## src/rtl/fp_mul_if.sv

```systemverilog
// Operand/result handshake bundle between the FP operand registers and the multiply sequencer.
interface fp_mul_if;
  logic        start;
  logic [11:0] x;
  logic [11:0] y;
  logic        ready;
  logic        done;
  logic [11:0] z;
  logic        ovf;
  logic        unf;

  modport master (output start, x, y, input ready, done, z, ovf, unf);
  modport slave  (input start, x, y, output ready, done, z, ovf, unf);
endinterface

```

## src/rtl/fp_mul_sequencer.sv

```systemverilog
// Multi-cycle 12-bit FP multiply: shift-add significand product, normalise, exponent and range check.
//
// state  | meaning
// S_IDLE | waiting for start; ready=1 unless the done pulse is still showing
// S_MULT | one shift-add iteration per cycle, SIG_W cycles
// S_NORM | pick fraction bits depending on product MSB
// S_EXP  | biased exponent, over/underflow, write z
// S_DONE | raises done for the following cycle
// S_ZERO | zero operand bypass; writes signed zero, raises done
module fp_mul_sequencer #(
  parameter int EXP_W  = 4,
  parameter int FRAC_W = 7,
  parameter int BIAS   = 7
) (
  input logic     clk,
  input logic     rst_n,
  fp_mul_if.slave bus
);
  localparam int W      = 1 + EXP_W + FRAC_W;
  localparam int SIG_W  = FRAC_W + 1;
  localparam int PROD_W = 2 * SIG_W;
  localparam int CNT_W  = $clog2(SIG_W);

  typedef enum logic [2:0] {
    S_IDLE, S_MULT, S_NORM, S_EXP, S_DONE, S_ZERO
  } state_t;

  state_t              state_q, state_d;
  logic [PROD_W-1:0]   mcand_q, mcand_d;
  logic [SIG_W-1:0]    mplier_q, mplier_d;
  logic [PROD_W-1:0]   p_q, p_d;
  logic [CNT_W-1:0]    cnt_q, cnt_d;
  logic [EXP_W-1:0]    xe_q, xe_d, ye_q, ye_d;
  logic                sign_q, sign_d;
  logic                pm15_q, pm15_d;
  logic [FRAC_W-1:0]   frac_q, frac_d;
  logic [W-1:0]        z_q, z_d;
  logic                ovf_q, ovf_d, unf_q, unf_d;
  logic                done_q, done_d;
  logic                ready;
  logic signed [5:0]   e_s;

  // done is registered one cycle after DONE/ZERO; ready stays low while it shows
  assign ready     = (state_q == S_IDLE) && !done_q;
  assign bus.ready = ready;
  assign bus.done  = done_q;
  assign bus.z     = z_q;
  assign bus.ovf   = ovf_q;
  assign bus.unf   = unf_q;

  always_ff @(posedge clk or negedge rst_n) begin
    if (!rst_n) begin
      state_q  <= S_IDLE;
      mcand_q  <= '0;
      mplier_q <= '0;
      p_q      <= '0;
      cnt_q    <= '0;
      xe_q     <= '0;
      ye_q     <= '0;
      sign_q   <= 1'b0;
      pm15_q   <= 1'b0;
      frac_q   <= '0;
      z_q      <= '0;
      ovf_q    <= 1'b0;
      unf_q    <= 1'b0;
      done_q   <= 1'b0;
    end else begin
      state_q  <= state_d;
      mcand_q  <= mcand_d;
      mplier_q <= mplier_d;
      p_q      <= p_d;
      cnt_q    <= cnt_d;
      xe_q     <= xe_d;
      ye_q     <= ye_d;
      sign_q   <= sign_d;
      pm15_q   <= pm15_d;
      frac_q   <= frac_d;
      z_q      <= z_d;
      ovf_q    <= ovf_d;
      unf_q    <= unf_d;
      done_q   <= done_d;
    end
  end

  always_comb begin
    state_d  = state_q;
    mcand_d  = mcand_q;
    mplier_d = mplier_q;
    p_d      = p_q;
    cnt_d    = cnt_q;
    xe_d     = xe_q;
    ye_d     = ye_q;
    sign_d   = sign_q;
    pm15_d   = pm15_q;
    frac_d   = frac_q;
    z_d      = z_q;
    ovf_d    = ovf_q;
    unf_d    = unf_q;
    done_d   = 1'b0;
    // 6-bit signed keeps the full range -7..24 without wrap
    e_s = $signed({2'b00, xe_q} + {2'b00, ye_q} + {5'b00000, pm15_q} - 6'(BIAS));

    case (state_q)
      S_IDLE: begin
        if (bus.start && ready) begin
          sign_d = bus.x[W-1] ^ bus.y[W-1];
          xe_d   = bus.x[W-2 -: EXP_W];
          ye_d   = bus.y[W-2 -: EXP_W];
          if (bus.x[W-2 -: EXP_W] == '0 || bus.y[W-2 -: EXP_W] == '0) begin
            state_d = S_ZERO;
          end else begin
            mcand_d  = {{SIG_W{1'b0}}, 1'b1, bus.x[FRAC_W-1:0]};
            mplier_d = {1'b1, bus.y[FRAC_W-1:0]};
            p_d      = '0;
            cnt_d    = '0;
            state_d  = S_MULT;
          end
        end
      end
      S_MULT: begin
        if (mplier_q[0]) p_d = p_q + (mcand_q << cnt_q);
        mplier_d = mplier_q >> 1;
        cnt_d    = cnt_q + CNT_W'(1);
        if (cnt_q == CNT_W'(SIG_W - 1)) state_d = S_NORM;
      end
      S_NORM: begin
        pm15_d  = p_q[PROD_W-1];
        frac_d  = p_q[PROD_W-1] ? p_q[PROD_W-2 -: FRAC_W] : p_q[PROD_W-3 -: FRAC_W];
        state_d = S_EXP;
      end
      S_EXP: begin
        ovf_d = 1'b0;
        unf_d = 1'b0;
        if (e_s >= 6'sd15) begin
          ovf_d = 1'b1;
          z_d   = {sign_q, {EXP_W{1'b1}}, {FRAC_W{1'b0}}};
        end else if (e_s <= 6'sd0) begin
          unf_d = 1'b1;
          z_d   = {sign_q, {EXP_W{1'b0}}, {FRAC_W{1'b0}}};
        end else begin
          z_d   = {sign_q, e_s[EXP_W-1:0], frac_q};
        end
        state_d = S_DONE;
      end
      S_DONE: begin
        done_d  = 1'b1;
        state_d = S_IDLE;
      end
      S_ZERO: begin
        z_d     = {sign_q, {(W-1){1'b0}}};
        ovf_d   = 1'b0;
        unf_d   = 1'b0;
        done_d  = 1'b1;
        state_d = S_IDLE;
      end
      default: state_d = S_IDLE;
    endcase
  end
endmodule

```

## src/flat_wrapper.sv

```systemverilog
// flat-port wrapper written by rule: the top's interface ports become plain ports
module fp_mul_sequencer_flat 
#(
  parameter int EXP_W  = 4,
  parameter int FRAC_W = 7,
  parameter int BIAS   = 7
)
  (clk, rst_n, bus_start, bus_x, bus_y, bus_ready, bus_done, bus_z, bus_ovf, bus_unf);
  fp_mul_if bus_i ();
  input logic clk;
  input logic rst_n;
  input wire logic [$bits(bus_i.start)-1:0] bus_start;
  input wire logic [$bits(bus_i.x)-1:0] bus_x;
  input wire logic [$bits(bus_i.y)-1:0] bus_y;
  output wire logic [$bits(bus_i.ready)-1:0] bus_ready;
  output wire logic [$bits(bus_i.done)-1:0] bus_done;
  output wire logic [$bits(bus_i.z)-1:0] bus_z;
  output wire logic [$bits(bus_i.ovf)-1:0] bus_ovf;
  output wire logic [$bits(bus_i.unf)-1:0] bus_unf;
  assign bus_i.start = bus_start;
  assign bus_i.x = bus_x;
  assign bus_i.y = bus_y;
  assign bus_ready = bus_i.ready;
  assign bus_done = bus_i.done;
  assign bus_z = bus_i.z;
  assign bus_ovf = bus_i.ovf;
  assign bus_unf = bus_i.unf;
  fp_mul_sequencer #(.EXP_W(EXP_W), .FRAC_W(FRAC_W), .BIAS(BIAS)) u_core (.clk(clk), .rst_n(rst_n), .bus(bus_i));
endmodule
```

## config.mk

```make
export PLATFORM = sky130hd
export DESIGN_NAME = fp_mul_sequencer_flat
export DESIGN_NICKNAME = d
export VERILOG_FILES = /design/src/rtl/fp_mul_if.sv /design/src/rtl/fp_mul_sequencer.sv /design/src/flat_wrapper.sv
export SDC_FILE = /design/constraint.sdc
export NUM_CORES = 1
export LEC_CHECK = 0
export ABC_AREA = 1
export BUFFER_PORTS_ARGS = -buffer_cell sky130_fd_sc_hd__buf_4
export CAP_MARGIN = 25
export CORE_ASPECT_RATIO = 1.25
export CORE_UTILIZATION = 54
export CTS_CLUSTER_SIZE = 25
export DETAILED_ROUTE_END_ITERATION = 12
export GPL_TIMING_DRIVEN = 0
export PLACE_DENSITY = 0.76
export SYNTH_ARGS = -nofsm -noshare
export SYNTH_HDL_FRONTEND = slang
export SYNTH_SLANG_ARGS = --single-unit
```

## constraint.sdc

```tcl
create_clock -name clk -period 2.66 [get_ports clk]
set_clock_uncertainty 0.2 [all_clocks]
set_input_delay 0.532 -clock clk [delete_from_list [all_inputs] [get_ports clk]]
set_output_delay 0.532 -clock clk [all_outputs]
set_load 0.05 [all_outputs]
```

# Yosys cells after proc, flatten, opt, wreduce, memory -nomap -nowiden
# Cells that the tools add are included.
[totals]
latchBits = 0
output_inout_bits = 16
register_bits = 70
rom_bits = 0
inputBits = 27
ram_bits = 0
memories = 0
elab_cells = 73
[classes]
addsub = 5
n_mux = 24
bitwise = 2
n_eq_ne = 10
order_cmp = 2
shifts = 1
n_div = 0
n_reduce_logical = 15
mul = 0
[op_table]
columns = ["cell", "count"]
rows = [
  ["two-way mux 16 bit", 3],
  ["case mux 16 bit (2 select lines)", 1],
  ["case mux 12 bit (2 select lines)", 1],
  ["two-way mux 11 bit", 2],
  ["adder 16 bit", 1],
  ["two-way mux 8 bit", 2],
  ["case mux 8 bit (2 select lines)", 1],
  ["left shift 8 x 3 -> 16 bit", 1],
  ["two-way mux 3 bit", 5],
  ["case mux 3 bit (4 select lines)", 1],
  ["equality test 3 bit, second input constant", 3],
  ["logical NOT 4 bit", 2],
  ["two-way mux 7 bit", 1],
  ["adder 6 x 1 -> 6 bit", 1],
  ["equality test 3 x 2 -> 1 bit, second input constant", 2],
  ["greater-or-equal comparator 6 x 5 -> 1 bit, second input constant", 1],
  ["<= comparator 6 x 1 -> 1 bit, second input constant", 1],
  ["case mux 3 bit (2 select lines)", 1],
  ["AND reduction 3 bit", 2],
  ["subtractor 6 x 3 -> 6 bit, second input constant", 1],
  ["adder 4 x 4 -> 5 bit", 1],
  ["two-way mux 1 bit", 4],
  ["!= test 2 x 1 -> 1 bit, second input constant", 2],
  ["!= test 2 bit, second input constant", 2],
  ["13 further kinds", 17],
]

# Depth between registers and ports, before layout
# Gate-level depths: netlist of the first run.
[logic_depth]
word_depth = 7
ltp_mapped = 16
mapped_depth_nobuf = 16

# Least setup slack after synthesis of the first run
# OpenSTA, ideal clock, no wires.
[synth_timing]
path_type = "register -> register"
start = "reg u_core.cnt_q[0]"
end = "reg u_core.p_q[14]"
path_buffers = 1
setup_time_ns = 0.117
t_required_ns = 2.343
arrival_time_ns = 2.282
path_stages_with_launch = 14
setup_slack_ns = 0.061
synth_period_minus_slack_ns = 2.599
cell_sequence = "dfrtp_1 -> buf_1 -> o21ai_0 -> nand2_1 -> o21ai_0 -> o21ai_0 -> ha_1 -> a21oi_1 -> a21boi_0 -> o21ai_0 -> nand2_1 -> nand3b_1 -> nand3_1 -> nand2_1"
[synth_via]
elab_chain_cells = 4
[synth_lines]
columns = ["item", "line", "source"]
rows = [
  ["start, declared", "fp_mul_sequencer.sv:32", "logic [CNT_W-1:0] cnt_q, cnt_d;"],
  ["start signal, assigned", "fp_mul_sequencer.sv:72", "cnt_q <= cnt_d;"],
  ["left shift 8 x 3 -> 16 bit", "fp_mul_sequencer.sv:121", "if (mplier_q[0]) p_d = p_q + (mcand_q << cnt_q);"],
  ["adder 16 bit", "fp_mul_sequencer.sv:121", ""],
  ["two-way mux 16 bit", "fp_mul_sequencer.sv:121", ""],
  ["case mux 16 bit (2 select lines)", "fp_mul_sequencer.sv:103", "case (state_q)"],
  ["end signal, assigned", "fp_mul_sequencer.sv:71", "p_q <= p_d;"],
  ["end, declared", "fp_mul_sequencer.sv:31", "logic [PROD_W-1:0] p_q, p_d;"],
]
# Every way passes these cells. The select of a mux whose other input is x is not followed.
# A chain may end at the register's enable or synchronous reset.

# Worst setup path in the final report of the first run
# Same ends and word-level chain as after synthesis.

==> results of run 1 <==
[how the worst max path moves through the flow]
stage,startpoint,to,slack (ns)
3_3_place_gp,u_core.cnt_q[0],u_core.p_q[14],-0.45
4_1_cts,u_core.cnt_q[0],u_core.p_q[13],-0.01
3_5_place_dp,u_core.cnt_q[0],u_core.p_q[14],-0.56
2_1_floorplan,u_core.cnt_q[0],u_core.p_q[14],0.06
5_1_grt,u_core.cnt_q[0],u_core.p_q[15],-0.17
6_report,u_core.cnt_q[0],u_core.p_q[14],-0.03
[cell families (layout without fill, tap and decap cells)]
family | Yosys count | after routing | synth area share [%]
simple gates | 261 | 262 | 27.2
compound gates | 98 | 98 | 13.0
buf+inv | 75 | 148 | 7.28
flops | 70 | 70 | 42.1
fa+ha+maj | 25 | 25 | 7.88
xor+xnor | 6 | 6 | 1.26
mux | 5 | 5 | 1.20
[layout make-up]
type	count	share of cell area [%]
multi-input cells	396	46.2
flip-flops and latches	70	33.5
repair buffers	59	8.46
inverters	60	4.35
clock buffers	10	2.63
well taps	92	2.20
plain buffers	14	1.53
clock inverters	5	1.12
[registers in the layout, summed over array words and instances, names as in the netlist, 3 cells and up]
name / flops
u_core.state_q: 3
u_core.mcand_q: 8
u_core.xe_q: 4
u_core.cnt_q: 3
u_core.ye_q: 4
u_core.p_q: 16
u_core.mplier_q: 8
u_core.frac_q: 7
u_core.bus.z: 12
[layout by cell type, fill, tap and decap left out, drive strengths merged, types with 2 or more instances in the layout]
cell	Yosys	routed
a21o	2	2
nand2	156	156
buf	8	67
a21oi	22	22
inv	58	59
clkinvlp	0	2
o21ai	48	48
ha	23	23
clkbuf	7	16
xnor2	3	3
clkinv	2	3
dfrtp	70	70
fa	2	2
nor3	6	6
o21bai	5	5
o22ai	7	7
nand3b	2	2
mux2i	5	5
xor2	3	3
a31oi	10	10
or2	2	2
nand3	37	37
a22o	2	2
nor2	45	46
nand4	12	12
[what timing repair did]
action,CTS,global route
setup buffers,6,10
resized for setup,30,73
pin swaps,8,33
gates cloned,1,1
endpoints found under the setup margin,20,20
[stage by stage]
step                TNS, ns  worst slack, ns  hold slack [ns]
floorplan                 0           0.0608           0.0364
global placement      -2.13           -0.447            0.262
detailed placement    -2.89           -0.561            0.264
CTS                 -0.0107          -0.0107            0.134
global route         -0.867           -0.167            0.165
finish              -0.0732          -0.0317           0.0672
[layer usage]
layer | vias to the layer above | GRT usage, %
met5 | - | 0
met3 | 31 | 3.64
li1 | 1933 | -
met4 | 0 | 14.8
met1 | 1873 | 28.2
met2 | 81 | 49.0
==> qor.txt, run 1 <==
Warnings, synthesis -> 0
Crit path depth -> 15
Final instance area -> 5230 µm²
Final Critical Period -> 2.69 ns
Top-count cell post-synth -> nand2_1
Unique cell type count in the Yosys netlist -> 37
Unrepaired setup endpoints after global routing -> yes
Number of iterations in the first detailed-routing pass -> 4
Count of final hold-check violations -> 0
DR WL met3 -> 320 µm
Arr. time, crit path -> 2.74 ns
R2r setup slk -> -0.03 ns
Max FO, Critical Path -> 6
Async S/R FF share, synth -> 100%
Fill cells -> 592
Fmax -> 372 MHz
Dominant cell type by area after synthesis -> dfrtp_1
Final worst-path setup slack -> -0.0317 ns
Share of cells above drive strength 1 -> 27.2%
Die extent in x -> 80.5 µm
Port bufs -> 42
Vias per cell -> 5.55
Dpl cells -> 674
Vias in the first global route -> 3724
Wire per inst -> 14.8 µm
Top Layer Used -> met4
Synth Instances -> 540
Initial antenna violation count -> 0
Overall Global Routing Usage -> 26.4%
Std-Cell Core Area -> 7400 µm²
DP HPWL -> 7070 µm
RR Startpoint -> u_core.cnt_q[0]
Slowest-stage cell, CP -> dfrtp_2
Seq. cell area -> 1750 µm²
Max clock buf depth -> 2
CP Data Required Time -> 2.71 ns
Seq/Total Area, Yosys -> 42.1%
Count of pins over their slew limit -> 0
First DRT Iteration DRCs -> 221
Startpoint types -> flip-flop
CP Class -> reg2reg
DRC -> 0
Mean Syn Cell Area -> 7.70 µm²
ANT nets after route -> 0
Max Cap Violations -> 0
Sinks on Clock Net -> 70
Detailed-route via count -> 3918
Cell Area, Placed -> 4590 µm²
Yosys top cell area share -> 42.1%
Fin nets -> 662
Area grow syn2layout -> 25.8%
Crit path buf inv count -> 2
Max_slew headroom -> 41.3%
Top cells by area, synth -> dfrtp_1 42%, nand2_1 14%, ha_1 6.9%
Multi-input gate area -> 2420 µm²
Met2 WL -> 5560 µm
Worst Max-Slew Pin Slew -> 0.881 ns
Total gr overflow -> 0
Root Buffer -> clkbuf_8
Final setup violation count -> 4
CP Capture Type -> flip-flop
Initial Util -> 56.2%
Syn Std Cell Area -> 4160 µm²
Met1 wire length -> 4190 µm
Largest net degree at the start of global routing -> 71
Final Cycle Share -> 101%
RePlAce Congestion -> 0.936
H-tree depth -> 3
DRT Wirelength -> 10500 µm
TritonCTS clock tree -> yes
Final Non-Filler Cells -> 706
Die height -> 100 µm
Post-synth EDFFs -> 0
Crit path cell chain -> buf_4, o21ai_2, nand2_1, o21ai_2, o21ai_0, ha_1, buf_4, nand2_1, nor2_1, nor2_1, o21ai_4, nand2_2, nand3b_1, nand3_1, nand2_1
FF-to-FF End -> u_core.p_q[14]
Worst hold path class -> in2async
Cts hold-fix bufs -> 0
Failing checks -> setup timing
CP max stage delay -> 0.47 ns
Status -> complete, but fails checks
Post-synth top cells -> 153 x nand2_1, 70 x dfrtp_1, 52 x inv_1
Die area -> 8060 µm²
Ys flop type -> dfrtp_1
Syn nets -> 592
Yosys reg bits -> 70
CTS clk-pin slew, worst paths -> 0.08 ns
First-pass GRT wire length -> 16200 µm
Num rows -> 35
Clk_lat worst skew -> 0.35 ns
Number of I/O pins -> 43
Delay-heaviest family, CP -> simple AND/OR/NAND/NOR gates
Worst Reg-to-Reg Cells -> 15
Final Util -> 70.7%
Most used cell, CP -> nand2_1
Ant diodes -> 0
Number of CTS-inserted buffers -> 9
Power of run 1 is not shown: default switching activity piles up to over one toggle a cycle in this logic, so the estimate is an artifact.
==> run 2, diff against run 1 <==
--- a/config.mk
+++ b/config.mk
@@ -14,6 +14,7 @@
 export DETAILED_ROUTE_END_ITERATION = 12
 export GPL_TIMING_DRIVEN = 0
 export PLACE_DENSITY = 0.76
+export RECOVER_POWER = 100
 export SYNTH_ARGS = -nofsm -noshare
 export SYNTH_HDL_FRONTEND = slang
 export SYNTH_SLANG_ARGS = --single-unit
==> qor.txt, run 2 (same netlist as run 1, synthesis figures left out) <==
Overall Global Routing Usage -> 26.4% (unchanged)
Hold Crit Start -> bus_x[6]
Largest net degree at the start of global routing -> 71 (unchanged)
Root Buffer -> clkbuf_8
Hold slack -> 0.178 ns (+0.111 ns)
Final setup violation count -> 4 (unchanged)
DRT Wirelength -> 10400 µm (-0.29%)
First-pass GRT wire length -> 16200 µm (unchanged)
Vias in the first global route -> 3724 (unchanged)
Initial antenna violation count -> 0 (unchanged)
Initial Util -> 56.2% (unchanged)
Ant diodes -> 0 (unchanged)
CP Capture Type -> flip-flop
Max_slew headroom -> -14.7% (-56 points)
Max FO, Critical Path -> 6 (unchanged)
DRC -> 0 (unchanged)
Total gr overflow -> 0 (unchanged)
DP HPWL -> 7070 µm (unchanged)
Largest Register -> u_core.p_q
Die extent in x -> 80.5 µm (unchanged)
Sinks on Clock Net -> 70 (unchanged)
Hold endpoint -> u_core.mcand_q[6]
Final worst-path setup slack -> -0.0311 ns (+0.000581 ns)
Largest register FFs -> 16 (unchanged)
Count of pins over their slew limit -> 71 (+71)
Slowest-stage cell, CP -> dfrtp_2
Startpoint types -> flip-flop
Worst hold path class -> in2reg
Number of CTS-inserted buffers -> 9 (unchanged)
Max Cap Violations -> 1 (+1)
Failing checks -> capacitance limit, slew limit, setup timing
Final Non-Filler Cells -> 706 (unchanged)
Final Critical Period -> 2.69 ns (-0.000581 ns)
Worst Reg-to-Reg Cells -> 13 (-2)
Crit path cell chain -> buf_6, mux2i_4, nand2_1, o21ai_2, mux2i_2, ha_1, a21oi_2, o21ai_2, o21bai_4, nand2_2, nand3b_1, nand3_1, nand2_1
Share of cells above drive strength 1 -> 22.6% (-4.6 points)
Final Cycle Share -> 101% (about the same)
Unrepaired setup endpoints after global routing -> yes
Count of final hold-check violations -> 0 (unchanged)
CP Class -> reg2reg
R2r setup slk -> -0.03 ns (about the same)
Die area -> 8060 µm² (unchanged)
Wire per inst -> 14.8 µm (-0.29%)
Area grow syn2layout -> 23.8%
RePlAce Congestion -> 0.936 (unchanged)
Most common cell after layout, fill and taps aside -> nand2_1
Fmax -> 372 MHz (about the same)
Max clock buf depth -> 2 (unchanged)
Std-Cell Core Area -> 7400 µm² (unchanged)
Clk_lat worst skew -> 0.35 ns (about the same)
Seq. cell area -> 1750 µm² (unchanged)
Number of I/O pins -> 43 (unchanged)
RR Startpoint -> u_core.cnt_q[0]
H-tree depth -> 3 (unchanged)
ANT nets after route -> 0 (unchanged)
Final instance area -> 5150 µm² (-1.6%)
CP max stage delay -> 0.46 ns (about the same)
Fin nets -> 662 (unchanged)
Multi-input gate area -> 2400 µm² (-0.72%)
Dpl cells -> 674 (unchanged)
Most frequent cells in the layout -> 147 x nand2_1, 69 x dfrtp_1, 47 x inv_1
First DRT Iteration DRCs -> 228 (+3.2%)
Status -> complete, but fails checks
Detailed-route via count -> 3930 (+0.31%)
CP Data Required Time -> 2.70 ns (about the same)
Vias per cell -> 5.57 (+0.31%)
Port bufs -> 42 (unchanged)
FF-to-FF End -> u_core.p_q[13]
Number of iterations in the first detailed-routing pass -> 4 (unchanged)
Hold Crit Depth -> 3
Cell Area, Placed -> 4590 µm² (unchanged)
Arr. time, crit path -> 2.74 ns (about the same)
Die height -> 100 µm (unchanged)
TritonCTS clock tree -> yes
Fill cells -> 609 (+2.9%)
CTS clk-pin slew, worst paths -> 0.08 ns (about the same)
Worst Max-Slew Pin Slew -> 1.72 ns (+0.840 ns)
Num rows -> 35 (unchanged)
==> run 2: worst max path at each step <==
stage | cells past startpoint | slack (ns) | startpoint | endpoint
floorplan | 13 | 0.06 | u_core.cnt_q[0] | u_core.p_q[14]
detailed placement | 13 | -0.56 | u_core.cnt_q[0] | u_core.p_q[14]
CTS | 13 | -0.01 | u_core.cnt_q[0] | u_core.p_q[13]
finish | 13 | -0.03 | u_core.cnt_q[0] | u_core.p_q[13]
global placement | 13 | -0.45 | u_core.cnt_q[0] | u_core.p_q[14]
global route | 15 | -0.17 | u_core.cnt_q[0] | u_core.p_q[15]
==> run 2: metrics by stage <==
step / util, % / TNS [ns] / worst slack [ns]
3_5_place_dp: 62.0 / -2.89 / -0.561
3_3_place_gp: 62.0 / -2.13 / -0.447
2_1_floorplan: - / 0 / 0.0608
6_report: 69.6 / -0.0820 / -0.0311
5_1_grt: 69.6 / -0.870 / -0.171
4_1_cts: 66.2 / -0.0107 / -0.0107
==> run 2: timing repair <==
action / CTS / global route
pin swaps: 8 / 33
endpoints found under the setup margin: 20 / 20
buffers inserted: 6 / 10
endpoints found under the hold margin: 0 / 0
gates resized for setup: 30 / 73
hold buffers: 0 / 0
cloned: 1 / 1
==> run 2: cell type report <==
| type | count | area share (%) |
|---|---|---|
| clock buffer | 10 | 2.67 |
| sequential | 70 | 34.1 |
| tap | 92 | 2.24 |
| inverter | 60 | 4.42 |
| clock inverter | 5 | 1.14 |
| multi-input combinational | 396 | 46.6 |
| timing repair buffer | 59 | 7.39 |
| buffer | 14 | 1.46 |
==> run 2: critical path, delay by kind of cell, from the launching register on <==
kind	cells	cell delay, ns
compound gates	4	0.60
fa+ha+maj	1	0.38
buf+inv	1	0.16
flops	1	0.46
mux	2	0.36
simple gates	5	0.43
==> run 2: routing by layer <==
layer	up-vias	GRT usage [%]	part of all wire, %
met4	0	14.8	3.7
met3	32	3.64	3.7
li1	1935	-	-
met2	112	49.0	53
met5	-	0	0
met1	1851	28.2	39
Power of run 2 is left out for the same reason.
==> run 3, diff against run 2 <==
--- a/config.mk
+++ b/config.mk
@@ -9,11 +9,11 @@
 export BUFFER_PORTS_ARGS = -buffer_cell sky130_fd_sc_hd__buf_4
 export CAP_MARGIN = 25
 export CORE_ASPECT_RATIO = 1.25
-export CORE_UTILIZATION = 54
+export CORE_UTILIZATION = 64
 export CTS_CLUSTER_SIZE = 25
 export DETAILED_ROUTE_END_ITERATION = 12
 export GPL_TIMING_DRIVEN = 0
-export PLACE_DENSITY = 0.76
+export PLACE_DENSITY = 0.85
 export RECOVER_POWER = 100
 export SYNTH_ARGS = -nofsm -noshare
 export SYNTH_HDL_FRONTEND = slang
==> constraint.sdc (replaced) <==
create_clock -name clk -period 3.2 [get_ports clk]
set_clock_uncertainty 0.2 [all_clocks]
set_input_delay 0.64 -clock clk [delete_from_list [all_inputs] [get_ports clk]]
set_output_delay 0.64 -clock clk [all_outputs]
set_load 0.05 [all_outputs]
==> qor.txt, run 3 (same netlist as run 1, synthesis figures left out) <==
Status -> complete, but fails checks
Failing checks -> capacitance limit, slew limit
Total gr overflow -> 0 (unchanged)
Ant diodes -> 0 (unchanged)
Max clock buf depth -> 2 (unchanged)
Unrepaired setup endpoints after global routing -> no
CP Capture Type -> flip-flop
Largest Register -> u_core.p_q
Vias in the first global route -> 3648 (-2.0%)
TritonCTS clock tree -> yes
Crit path cell chain -> clkbuf_2, o21ai_0, nand2_1, o21ai_0, o21ai_0, ha_1, a21oi_1, a21boi_2, o21ai_0, nand2_1, nand2_1, nand2_1, nand3_1, nand2_1
Arr. time, crit path -> 2.99 ns (+0.25 ns)
Worst Max-Slew Pin Slew -> 1.67 ns (-0.0475 ns)
Startpoint types -> flip-flop
Worst hold path class -> reg2reg
CP max stage delay -> 0.43 ns (-0.03 ns)
H-tree depth -> 3 (unchanged)
Num rows -> 32 (-8.6%)
Overall Global Routing Usage -> 30.3% (+3.9 points)
Vias per cell -> 5.56 (-0.12%)
Port bufs -> 42 (unchanged)
Clk_lat worst skew -> 0.34 ns (about the same)
CP Data Required Time -> 3.24 ns (+0.54 ns)
CTS clk-pin slew, worst paths -> 0.08 ns (about the same)
Slowest-stage cell, CP -> dfrtp_1
Root Buffer -> clkbuf_8
Die extent in x -> 74.1 µm (-7.9%)
Initial antenna violation count -> 0 (unchanged)
Largest register FFs -> 16 (unchanged)
Routing usage on met1 -> 33.4% (+5.3 points)
Fill cells -> 523 (-14%)
Most frequent cells in the layout -> 155 x nand2_1, 70 x dfrtp_1, 54 x inv_1
Number of iterations in the first detailed-routing pass -> 5 (+1)
Count of final hold-check violations -> 0 (unchanged)
First-pass GRT wire length -> 15600 µm (-3.7%)
Largest net degree at the start of global routing -> 71 (unchanged)
Fmax -> 339 MHz (-8.9%)
Max FO, Critical Path -> 10 (+4)
RePlAce Congestion -> 0.946 (+1.1%)
Most common cell after layout, fill and taps aside -> nand2_1
Fin nets -> 645 (-2.6%)
Number of CTS-inserted buffers -> 9 (unchanged)
Std-Cell Core Area -> 6210 µm² (-16%)
Wire per inst -> 13.6 µm (-8.2%)
DRC -> 0 (unchanged)
Initial Util -> 67.0% (+11 points)
Max_slew headroom -> -11.6% (+3.2 points)
CP Class -> reg2reg
Most used cell, CP -> nand2_1
Final Critical Period -> 2.95 ns (+0.262 ns)
Detailed-route via count -> 3792 (-3.5%)
Die area -> 6830 µm² (-15%)
Die height -> 92.1 µm (-8.0%)
ANT nets after route -> 0 (unchanged)
Crit path buf inv count -> 1 (unchanged)
Final setup violation count -> 0 (-4)
Layer with the highest usage -> met2
GRT met2 Usage -> 53.1% (+4.1 points)
Share of cells above drive strength 1 -> 9.38% (-13 points)
Delay-heaviest family, CP -> compound AO/OA/AOI/OAI gates
Max Cap Violations -> 1 (unchanged)
DRT Wirelength -> 9260 µm (-11%)
Count of pins over their slew limit -> 71 (unchanged)
Area grow syn2layout -> 11.9%
First DRT Iteration DRCs -> 261 (+14%)
Sinks on Clock Net -> 70 (unchanged)
Final TNS setup -> 0 ns (+0.0820 ns)
DP HPWL -> 7050 µm (-0.29%)
Final Cycle Share -> 92.3% (-8.9 points)
Number of I/O pins -> 43 (unchanged)
Met3 GRT Util -> 6.59% (+3.0 points)
run 3: cell types whose count changed in the layout (fill, tap and decap cells not counted), moves of 8 or more:
cell / delta
buf_4: -17
o21ai_0: +17
a21oi_1: +9
nand2_1: +8
nand2_2: -8
nand3_1: +8
nand3_2: -8
o21ai_1: -8
o21ai_2: -8
run 3: metal layers:
layer / share of wire [%] / vias up
li1: - / 1894
met1: 40 / 1785
met2: 53 / 90
met3: 3.4 / 23
met4: 3.4 / 0
met5: 0 / -
run 3: path summary, 6_finish.rpt:
path / start / depth (start not counted) / slack, ns / endpoint
max in group asynchronous: rst_n / 1 / 1.28 / u_core.p_q[0]
worst max register to register: u_core.cnt_q[0] / 14 / 0.25 / u_core.p_q[14]
worst min register to register: u_core.mplier_q[7] / 2 / 0.28 / u_core.mplier_q[7]
worst min-delay path: u_core.mplier_q[7] / 2 / 0.28 / u_core.mplier_q[7]
min in group asynchronous: rst_n / 1 / 0.53 / u_core.xe_q[1]
worst max-delay path: u_core.cnt_q[0] / 14 / 0.25 / u_core.p_q[14]
run 3: worst min-delay path, delay by kind of cell, from the launching register on:
kind,cells,cell delay [ns]
DFF,1,0.35
and+or+nand+nor,2,0.10
run 3: per-stage QoR:
step	util, %	instances	setup slack [ns]	hold slack [ns]	area [µm²]
after global placement	73.8	667	0.0687	0.259	4580
after floorplan	-	540	0.601	0.144	4160
after CTS	76.4	682	0.0320	0.227	4740
after detailed placement	73.8	667	0.0525	0.268	4580
final	75.0	682	0.246	0.284	4650
after global routing	75.0	682	0.00765	0.295	4650
run 3: timing repair:
action                                  4_1_cts  5_1_grt
resized for setup                             0        3
hold buffers                                  0        0
buffers inserted                              0        0
endpoints found under the hold margin         0        0
endpoints found under the setup margin        0        6
run 3: final cells by class:
class,instances,area [µm²],share of cell area [%]
Multi-Input combinational cell,395,2090,44.9
Sequential cell,70,1750,37.6
Timing Repair Buffer,42,253,5.43
Inverter,60,225,4.84
Clock buffer,9,124,2.66
Tap cell,85,106,2.29
Buffer,15,66.3,1.43
Clock inverter,6,38.8,0.834
Power of run 3 is left out for the same reason.
